**src/rtl/instr_encoder_loader.sv**
```systemverilog
// instr_encoder_loader: turns RV32I instruction requests (class + fields) into
// 32-bit machine words and streams them into instruction memory at consecutive
// word addresses, one word per request, until DEPTH words have been written.
// Optional feature macro: ENC_RANGE_CHECK_EN -- immediates that do not fit their
// field are replaced by a NOP word and raise a sticky err flag.
module instr_encoder_loader #(
    parameter int ADDR_W = 8,
    parameter int DEPTH  = 256
) (
    input  logic              clk,
    input  logic              reset_n,
    input  logic              start,
    input  logic              req_valid,
    output logic              req_ready,
    input  logic [3:0]        req_class,
    input  logic [2:0]        req_funct3,
    input  logic              req_f7b5,
    input  logic [4:0]        req_rd,
    input  logic [4:0]        req_rs1,
    input  logic [4:0]        req_rs2,
    input  logic [31:0]       req_imm,
    output logic              wr_en,
    output logic [ADDR_W-1:0] wr_addr,
    output logic [31:0]       wr_data,
    input  logic              wr_ready,
    output logic [ADDR_W:0]   count,
    output logic              full,
    output logic              err
);

    typedef enum logic [1:0] {
        IDLE  = 2'd0,
        WRITE = 2'd1,
        FULL  = 2'd2
    } loaderState;

    localparam logic [31:0]     NOP_WORD    = 32'h0000_0013;
    localparam logic [ADDR_W:0] DEPTH_COUNT = (ADDR_W + 1)'(DEPTH);

    localparam logic [6:0] OP_R      = 7'b0110011;
    localparam logic [6:0] OP_IALU   = 7'b0010011;
    localparam logic [6:0] OP_LOAD   = 7'b0000011;
    localparam logic [6:0] OP_STORE  = 7'b0100011;
    localparam logic [6:0] OP_BRANCH = 7'b1100011;
    localparam logic [6:0] OP_JAL    = 7'b1101111;
    localparam logic [6:0] OP_JALR   = 7'b1100111;
    localparam logic [6:0] OP_LUI    = 7'b0110111;
    localparam logic [6:0] OP_AUIPC  = 7'b0010111;

    // Bit layout of each instruction format; immediates are simply truncated.
    function automatic logic [31:0] encodeWord(
        input logic [3:0]  cls,
        input logic [2:0]  f3,
        input logic        f7b5,
        input logic [4:0]  rd,
        input logic [4:0]  rs1,
        input logic [4:0]  rs2,
        input logic [31:0] imm
    );
        logic [31:0] word;
        word = NOP_WORD;
        case (cls)
            4'd0: word = {1'b0, f7b5, 5'b00000, rs2, rs1, f3, rd, OP_R};
            4'd1: begin
                // Shifts carry funct7 in the top bits and a 5-bit shamt.
                if (f3 == 3'b001 || f3 == 3'b101)
                    word = {1'b0, f7b5, 5'b00000, imm[4:0], rs1, f3, rd, OP_IALU};
                else
                    word = {imm[11:0], rs1, f3, rd, OP_IALU};
            end
            4'd2: word = {imm[11:0], rs1, f3, rd, OP_LOAD};
            4'd3: word = {imm[11:5], rs2, rs1, f3, imm[4:0], OP_STORE};
            4'd4: word = {imm[12], imm[10:5], rs2, rs1, f3, imm[4:1], imm[11], OP_BRANCH};
            4'd5: word = {imm[20], imm[10:1], imm[11], imm[19:12], rd, OP_JAL};
            4'd6: word = {imm[11:0], rs1, 3'b000, rd, OP_JALR};
            4'd7: word = {imm[31:12], rd, OP_LUI};
            4'd8: word = {imm[31:12], rd, OP_AUIPC};
            default: word = NOP_WORD;
        endcase
        return word;
    endfunction

`ifdef ENC_RANGE_CHECK_EN
    // True when the immediate cannot be represented exactly by its format.
    function automatic logic rangeError(input logic [3:0] cls, input logic [31:0] imm);
        logic fits12;
        logic fits13;
        logic fits21;
        logic bad;
        fits12 = (imm[31:11] == {21{imm[11]}});
        fits13 = (imm[31:12] == {20{imm[12]}});
        fits21 = (imm[31:20] == {12{imm[20]}});
        case (cls)
            4'd1, 4'd2, 4'd3, 4'd6: bad = !fits12;
            4'd4:                   bad = !fits13 || imm[0];
            4'd5:                   bad = !fits21 || imm[0];
            4'd7, 4'd8:             bad = (imm[11:0] != 12'h000);
            default:                bad = 1'b0;
        endcase
        return bad;
    endfunction
`endif

    loaderState        stateReg, stateNext;
    logic [ADDR_W-1:0] ptrReg, ptrNext;
    logic [ADDR_W:0]   countReg, countNext, countInc;
    logic [31:0]       dataReg, dataNext;
    logic [31:0]       encodedWord, acceptWord;
    logic              encodeBad;
    logic              readyInt;
    logic              wrEnInt;
`ifdef ENC_RANGE_CHECK_EN
    logic              errReg, errNext;
`endif

    assign encodedWord = encodeWord(req_class, req_funct3, req_f7b5,
                                    req_rd, req_rs1, req_rs2, req_imm);
`ifdef ENC_RANGE_CHECK_EN
    assign encodeBad = rangeError(req_class, req_imm);
`else
    assign encodeBad = 1'b0;
`endif
    assign acceptWord = encodeBad ? NOP_WORD : encodedWord;

    // Next-state and handshake outputs; start overrides everything else.
    always_comb begin
        stateNext = stateReg;
        ptrNext   = ptrReg;
        countNext = countReg;
        dataNext  = dataReg;
`ifdef ENC_RANGE_CHECK_EN
        errNext   = errReg;
`endif
        readyInt  = 1'b0;
        wrEnInt   = 1'b0;
        countInc  = countReg + (ADDR_W + 1)'(1);
        case (stateReg)
            IDLE: begin
                readyInt = 1'b1;
                if (req_valid) begin
                    dataNext  = acceptWord;
                    stateNext = WRITE;
`ifdef ENC_RANGE_CHECK_EN
                    errNext   = errReg | encodeBad;
`endif
                end
            end
            WRITE: begin
                wrEnInt = 1'b1;
                if (wr_ready) begin
                    countNext = countInc;
                    // The pointer stops at the last slot so the address never wraps.
                    if (countInc == DEPTH_COUNT) begin
                        stateNext = FULL;
                    end else begin
                        ptrNext   = ptrReg + ADDR_W'(1);
                        stateNext = IDLE;
                    end
                end
            end
            FULL:    stateNext = FULL;
            default: stateNext = IDLE;
        endcase
        if (start) begin
            stateNext = IDLE;
            ptrNext   = '0;
            countNext = '0;
            readyInt  = 1'b0;
            wrEnInt   = 1'b0;
`ifdef ENC_RANGE_CHECK_EN
            errNext   = 1'b0;
`endif
        end
    end

    // State, pointer, counter and latched word registers.
    always_ff @(posedge clk or negedge reset_n) begin
        if (!reset_n) begin
            stateReg <= IDLE;
            ptrReg   <= '0;
            countReg <= '0;
            dataReg  <= '0;
`ifdef ENC_RANGE_CHECK_EN
            errReg   <= 1'b0;
`endif
        end else begin
            stateReg <= stateNext;
            ptrReg   <= ptrNext;
            countReg <= countNext;
            dataReg  <= dataNext;
`ifdef ENC_RANGE_CHECK_EN
            errReg   <= errNext;
`endif
        end
    end

    // req_ready is forced low while reset is asserted.
    assign req_ready = readyInt & reset_n;
    assign wr_en     = wrEnInt;
    assign wr_addr   = ptrReg;
    assign wr_data   = dataReg;
    assign count     = countReg;
    assign full      = (stateReg == FULL);
`ifdef ENC_RANGE_CHECK_EN
    assign err       = errReg;
`else
    assign err       = 1'b0;
`endif

endmodule

```
**config.mk**
```make
export PLATFORM = sky130hd
export DESIGN_NAME = instr_encoder_loader
export DESIGN_NICKNAME = d
export VERILOG_FILES = /design/src/rtl/instr_encoder_loader.sv
export SDC_FILE = /design/constraint.sdc
export NUM_CORES = 1
export LEC_CHECK = 0
export CORE_MARGIN = 3
export CORE_UTILIZATION = 45
export CTS_CLUSTER_SIZE = 14
export DETAILED_ROUTE_END_ITERATION = 10
export DONT_BUFFER_PORTS = 1
export GPL_TIMING_DRIVEN = 0
export HOLD_SLACK_MARGIN = 0.15
export PLACE_DENSITY = 0.66
export SYNTH_ARGS = -nofsm -noshare
export SYNTH_HDL_FRONTEND = slang
export SYNTH_SLANG_ARGS = --single-unit
```
**constraint.sdc**
```tcl
create_clock -name clk -period 4.77 [get_ports clk]
set_clock_uncertainty 0.2 [all_clocks]
set_input_delay 0.7155 -clock clk [delete_from_list [all_inputs] [get_ports clk]]
set_output_delay 0.7155 -clock clk [all_outputs]
set_load 0.02 [all_outputs]
```
**Word level (Yosys, flattened, before mapping)**

Index checks and enable logic that the tools add are counted.

- Register bits after elaboration: 51

- Muxes and demuxes: 18
- $add $sub $neg: 2
- Equality and inequality tests: 16
- Reduce and logical (&&, ||, !) cells: 9
- Bitwise gates (word level): 1

Operators by type and width:

| operator | count |
|---|---|
| $pmux W32 S9 | 1 |
| $mux W32 | 1 |
| $mux W8 | 4 |
| $mux W9 | 3 |
| $eq A4 B3 Y1 const B | 4 |
| $add A9 B1 Y9 const B | 1 |
| $eq A9 B9 Y1 const B | 1 |
| $add A8 B1 Y8 const B | 1 |
| $eq A4 B2 Y1 const B | 2 |
| $mux W2 | 4 |
| $ne A3 B3 Y1 const B | 2 |
| $pmux W2 S3 | 1 |
| $reduce_and A2 Y1 | 3 |
| $eq A4 B1 Y1 const B | 1 |
| $eq A4 B4 Y1 const B | 1 |
| $logic_not A4 Y1 | 1 |
| $mux W1 | 4 |
| $reduce_bool A2 Y1 | 2 |
| $eq A3 B1 Y1 const B | 1 |
| $eq A3 B3 Y1 const B | 1 |
| $reduce_and A3 Y1 | 1 |
| $eq A2 B1 Y1 const B | 1 |
| $eq A2 B2 Y1 const B | 1 |
| $logic_not A2 Y1 | 1 |
| other kinds (3) | 3 |

**Depth between registers and ports, before layout**

Gate-level depths: netlist of run 1.

- Word-level depth: 6
- Gate-level depth with buffers: 7

**Worst setup path after synthesis of run 1**

OpenSTA, ideal clock, no wires.

- Kind: input to output
- Start point: input port start
- End point: output port req_ready
- Required time: 3.855 ns
- Arrival: 1.695 ns
- Slack: 2.160 ns
- Stages on the path: 2
- Cell sequence: clkbuf_1 > nor4b_1

- Longest elaborated chain between the ends: 2

Ends and longest elaborated chain:

| element | RTL line | RTL |
|---|---|---|
| start: declaration | 12 | `input logic start,` |
| $mux W1 | 164 | `if (start) begin` |
| $and A1 B1 Y1 | 198 | `assign req_ready = readyInt & reset_n;` |
| end: declaration | 14 | `output logic req_ready,` |

No other way between the ends.

**Final worst setup path of run 1**

Same ends and word-level chain as after synthesis.

==> results.md, run 1 <==
- Leakage: 1.30 nW
- Most instantiated library cell after synthesis: dfrtp_1
- Routed vias: 2548
- Syn_nets: 389
- CP Cell Sequence: clkbuf_1, nor4b_1
- Combinational group share of total power: 15.8%
- CP Depth: 2
- CTS clk-pin slew, worst paths: 0.09 ns
- Vias/cell: 6.20
- Share of the synthesized area in the top cell type: 42.2%
- Slowest-stage cell, CP: nor4b_1
- Final Cycle Share: 57.0%
- Cell area power density: 289 nW/µm²
- Outcome: complete, no violations
- PostCTS Resize Cnt: 0
- P&R area growth vs syn: 7.22%
- Ys Warns: 0
- Worst EP required: 3.85 ns
- Synth async-reset ratio: 100%
- CP top delay family: simple AND/OR/NAND/NOR gates
- Die Wd: 87.2 µm
- Largest stage delay on the critical path: 0.88 ns
- Antenna violations before repair: 0
- # H-tree levels: 2
- Mapped Area: 2970 µm²
- Row cnt: 28
- Synth area leaders: dfrtp_1 (42%), nor2_1 (5.3%), nand2_1 (4.4%)
- Slew at the pin with the worst max-slew slack: 0.969 ns
- Vias in the first global route: 2545
- I/O Pins: 113
- CTS Buffer Depth: 2
- Cell-internal power: 618 µW
- Core ar.: 6130 µm²
- Starting Density: 48.4%
- WP data arrival: 1.80 ns
- Worst IR Drop VDD: 0.142 mV
- Gp weighted congestion: 0.819
- Clock network power share: 26.4%
- MaxCap Viol Count: 0
- Post-route setup slack: 2.05 ns
- Layout cell share with drive strength beyond 1: 10.4%
- Post-synth EDFFs: 0
- Fmax: 368 MHz
- Crit end category: output pin
- Hold WC Path Type: register to register
- Post-layout util: 51.9%
- Yosys cell types: 50
- Dpl cell area: 3060 µm²
- Pre-CTS setup slack: 2.05 ns
- Post-synthesis sequential area ratio: 42.2%
- Die area: 7600 µm²
- Clock root buffer: clkbuf_8
- Final Hold Viols: 0
- CP Class: input port to output pin
- Slew headroom: 34.5%
- Final setup fails: 0
- Worst r2r path cells: 6
- PortBufs: 0
- Avg WL per Cell: 19.1 µm
- Sink Count: 50
- RSZ-0062 raised after global routing: false
- Fin Setup TNS: 0 ns
- Hold WS: 0.340 ns
- First drt pass iteration count: 4
- Largest net degree at the start of global routing: 51
- Die H: 87.2 µm
- Hold depth: 1
- Antenna diode count: 0
- Gate Count Post-Synth: 327
- Post-synth top flop: dfrtp_1
- Final Max Tran Viols: 0
- CP max FO: 10
- Final min period: 2.72 ns
- Sequential share of power: 57.8%
- Grt total ovfl: 0
- Routed WL: 7870 µm
- Worst Path Buf+Inv: 1
- Residual DRC: 0
- Global-route wire length before repair: 12600 µm
- Syn avg cell area: 9.07 µm²
- Startpoint Class: input port
- Net Switching: 300 µW
- Final Instance Area: 3180 µm²
- DRT antenna net count: 0
- Yosys reg bits: 50
- Clock Latency Late Sink: 0.30 ns
- Starting DRT DRC Count: 75
- CTS Buf Count: 5
- Aggregate global-route resource usage: 21.0%
- Final net count: 398
- Hpwl dp: 5950 µm
- Most frequent cells after synthesis: dfrtp_1 (50), nor2_1 (42), nand2_1 (35)
- Switching share of total power: 32.6%
- Synth area leader: dfrtp_1
- CTS tree: built
## layer usage
| metal | global-route usage [%] | wire length, µm |
|---|---|---|
| met1 | 25.5 | 3160 |
| met3 | 7.57 | 784 |
| met5 | 0 | 0 |
| met2 | 34.4 | 3720 |
| met4 | 7.25 | 200 |
## power by group through the flow
stage	Combinational [mW]	Clock [mW]	Sequential, mW
2_1_floorplan	0.108	0	0.530
3_3_place_gp	0.129	0	0.540
3_5_place_dp	0.133	0	0.541
4_1_cts	0.146	0.253	0.533
5_1_grt	0.164	0.271	0.537
6_report	0.145	0.242	0.531
## path summary, 6_finish.rpt
kind                                    startpoint                 endpoint  slack [ns]
setup / recovery                             start                req_ready        2.05
hold / removal             stateReg[1]$_DFFE_PN0P_  stateReg[0]$_DFFE_PN0P_        0.34
setup reg to reg              count[0]$_DFFE_PN0P_   wr_addr[7]$_DFFE_PN0P_        2.49
hold reg to reg            stateReg[1]$_DFFE_PN0P_  stateReg[0]$_DFFE_PN0P_        0.34
max in group asynchronous                  reset_n     count[0]$_DFFE_PN0P_        3.40
min in group asynchronous                  reset_n   wr_data[4]$_DFFE_PN0P_        0.76
## what timing repair did
item | CTS | global route
buffers inserted | 0 | 0
hold buffers | 2 | 0
hold endpoints to repair | 50 | 0
## through the flow
stage          power [mW]  instances
6_report            0.918        411
5_1_grt             0.972        411
4_1_cts             0.931        411
3_5_place_dp        0.674        402
3_3_place_gp        0.669        402
2_1_floorplan       0.637        327
## cell families after synthesis
family          share of synthesized area, %
simple gates                            23.1
mux                                     6.20
buf+inv                                 4.18
flops                                   42.2
fa+ha+maj                              0.844
compound gates                          20.1
other cells                            0.126
xor+xnor                                3.25
## state kept, by name, summed over array words and instances, names as in the netlist
name and cells:
wr_addr 8, stateReg 2, count 9, wr_data 31
## cell usage in the layout, fill, tap and decap left out, types with 2 or more instances in the layout
cell	count
clkbuf_1	11
and3_1	2
nor2b_1	14
mux2_2	5
dfrtp_1	50
a31oi_1	6
ha_1	2
or3_1	2
buf_1	4
nor3b_1	2
a221oi_1	14
a211oi_1	11
nand2_1	35
a32o_1	4
nor2_1	42
and2_1	3
mux2i_1	9
clkbuf_8	5
a21oi_1	20
o21ai_0	18
nand4_1	5
nand3_1	6
o31ai_1	2
nand2b_1	4
buf_4	4
nor3_1	4
buf_2	6
xnor2_1	6
nor4b_1	2
a22oi_1	5
o32a_1	4
inv_1	2
xor2_1	5
## layout make-up
class / instances / area (µm²)
plain buffers: 25 / 116
clock buffers: 5 / 68.8
clock inverters: 2 / 13.8
fillers: 599 / 2950
inverters: 2 / 7.51
multi-input cells: 250 / 1590
flip-flops and latches: 50 / 1250
well taps: 75 / 93.8
repair buffers: 2 / 37.5
Note: power is estimated with default switching activity, not from simulation.
==> run 2, diff against run 1 <==
--- a/config.mk
+++ b/config.mk
@@ -12,7 +12,7 @@
 export DONT_BUFFER_PORTS = 1
 export GPL_TIMING_DRIVEN = 0
 export HOLD_SLACK_MARGIN = 0.15
-export PLACE_DENSITY = 0.66
+export PLACE_DENSITY = 0.68
 export SYNTH_ARGS = -nofsm -noshare
 export SYNTH_HDL_FRONTEND = slang
 export SYNTH_SLANG_ARGS = --single-unit
==> constraint.sdc (replaced) <==
create_clock -name clk -period 2.2 [get_ports clk]
set_clock_uncertainty 0.2 [all_clocks]
set_input_delay 0.33 -clock clk [delete_from_list [all_inputs] [get_ports clk]]
set_output_delay 0.33 -clock clk [all_outputs]
set_load 0.02 [all_outputs]
==> results.md, run 2 (synthesized netlist as in run 1, its figures left out) <==
- Outcome: complete, no violations
- CTS tree: built
- Vias in the first global route: 2924
- Hold WC Path Type: input port to register
- Worst EP required: 2.23 ns
- Final min period: 2.11 ns
- FF/Latch Area: 1260 µm²
- Worst Path Buf+Inv: 0
- Aggregate global-route resource usage: 23.1%
- Clock Latency Late Sink: 0.30 ns
- Final setup fails: 0
- CP Class: register to register
- CP max FO: 6
- Die H: 87.2 µm
- DRT antenna net count: 0
- Final Hold Viols: 0
- Final Max Tran Viols: 0
- Hpwl dp: 5880 µm
- CTS Buf Count: 5
- MaxCap Viol Count: 0
- Die area: 7600 µm²
- Internal reg-to-reg setup slack: 0.09 ns
- Fillcell total: 554
- CP Cell Sequence: ha_4, and2_2, a41oi_4, nand2_4, or3_1, a21oi_1
- Gp weighted congestion: 0.838
- Grt total ovfl: 0
- RR Startpoint: count[0]$_DFFE_PN0P_
- Core ar.: 6130 µm²
- Pre-CTS setup slack: -0.0582 ns
- Layout cell share with drive strength beyond 1: 12.7%
- Largest net degree at the start of global routing: 51
- Cell area power density: 562 nW/µm²
- Final Cycle Share: 96.1%
- Avg WL per Cell: 18.8 µm
- Row cnt: 28
- Clock root buffer: clkbuf_8
- Residual DRC: 0
- P&R area growth vs syn: 25.1%
- PortBufs: 0
- Final net count: 446
- # H-tree levels: 2
- CP top delay family: simple AND/OR/NAND/NOR gates
- Commonest cells after routing, fill and taps aside: dfrtp_1 (46), dlygate4sd3_1 (46), nor2_1 (42)
- Final Instance Area: 3710 µm²
- Reg2reg end: wr_addr[5]$_DFFE_PN0P_
- Slew at the pin with the worst max-slew slack: 0.796 ns
- CTS clk-pin slew, worst paths: 0.10 ns
- CTS Buffer Depth: 2
- Slew headroom: 46.5%
- Hold endpoint: wr_data[23]$_DFFE_PN0P_
- Dpl cell area: 3060 µm²
- Global-route wire length before repair: 14100 µm
- Routed WL: 8630 µm
- Sink Count: 50
- Antenna diode count: 0
- I/O Pins: 113
- Starting DRT DRC Count: 89
- Largest stage delay on the critical path: 0.50 ns
- RSZ-0062 raised after global routing: false
- Post-route setup slack: 0.0854 ns
- Fmax: 473 MHz
- Crit end category: register
- WP data arrival: 2.14 ns
- Vias/cell: 6.02
- Max reg flops: 31
- Antenna violations before repair: 0
- Starting Density: 48.4%
- Worst r2r path cells: 6
- Routed vias: 2767
- Worst IR Drop VDD: 0.291 mV
- Slowest-stage cell, CP: dfrtp_2
- HP Start: req_imm[23]
- Die Wd: 87.2 µm
- Area occupied by multi-input gates: 1640 µm²
- Leakage: 1.52 nW
- Hold depth: 3
- Startpoint Class: register
- First drt pass iteration count: 4
- CP Depth: 6
run 2: changes by cell type in the layout (fill, tap and decap cells not counted), moves of 2 or more:
cell           previous run  this run
buf_4                     4         7
nor4b_1                   2         0
dlygate4sd3_1             1        46
nor4b_2                   0         2
dfrtp_1                  50        46
buf_1                     4         2
clkbuf_2                  0         2
dfrtp_2                   0         4
run 2: worst register-to-register path, cell delays in order (launching register included):
cell	delay, ns
dfrtp_2	0.50
ha_4	0.20
and2_2	0.22
a41oi_4	0.31
nand2_4	0.12
or3_1	0.35
a21oi_1	0.15
run 2: how the worst max path moves through the flow:
stage,end,from,slack (ns)
final,wr_addr[5]$_DFFE_PN0P_,count[0]$_DFFE_PN0P_,0.09
after global routing,wr_addr[4]$_DFFE_PN0P_,count[0]$_DFFE_PN0P_,0.01
after global placement,wr_addr[7]$_DFFE_PN0P_,count[0]$_DFFE_PN0P_,-0.07
after CTS,wr_addr[7]$_DFFE_PN0P_,count[1]$_DFFE_PN0P_,0.02
after detailed placement,wr_addr[7]$_DFFE_PN0P_,count[0]$_DFFE_PN0P_,-0.06
after floorplan,wr_addr[7]$_DFFE_PN0P_,count[0]$_DFFE_PN0P_,0.11
run 2: area by class of cell:
type	instances	area share (%)
Timing Repair Buffer	50	13.8
Clock buffer	6	1.96
Clock inverter	2	0.371
Tap cell	75	2.53
Inverter	2	0.202
Buffer	25	3.20
Sequential cell	50	33.9
Multi-Input combinational cell	250	44.1
run 2: metal layers:
layer	routed length (µm)	up-vias	GRT usage (%)	share of wire (%)
met2	4470	123	40.9	52
met4	82	0	5.16	0.95
met1	3300	1337	27.8	38
met3	777	9	6.72	9.0
li1	-	1298	-	-
met5	0	-	0	0
run 2: metrics by stage:
stage / hold slack (ns) / utilization, % / power, mW / std cells / setup TNS [ns]
CTS: 0.152 / 59.6 / 2.09 / 457 / 0
finish: 0.158 / 60.5 / 2.08 / 460 / 0
floorplan: -0.166 / - / 1.38 / 327 / 0
global route: 0.156 / 60.5 / 2.19 / 460 / 0
global placement: -0.165 / 49.9 / 1.45 / 402 / -0.0665
detailed placement: -0.164 / 49.9 / 1.46 / 402 / -0.0582
run 2: report_power, final:
group          leakage [nW]  internal [mW]  switching, mW
logic                 0.835          0.188          0.206
registers             0.640          0.993          0.161
clock network        0.0452          0.225          0.311
run 2: timing repair:
| item | in CTS | in global routing |
|---|---|---|
| hold endpoints to repair | 76 | 0 |
| setup buffers | 0 | 3 |
| resized for setup | 3 | 11 |
| pin swaps | 0 | 3 |
| hold buffers | 47 | 0 |
| gates cloned | 0 | 0 |
| setup endpoints to repair | 3 | 18 |
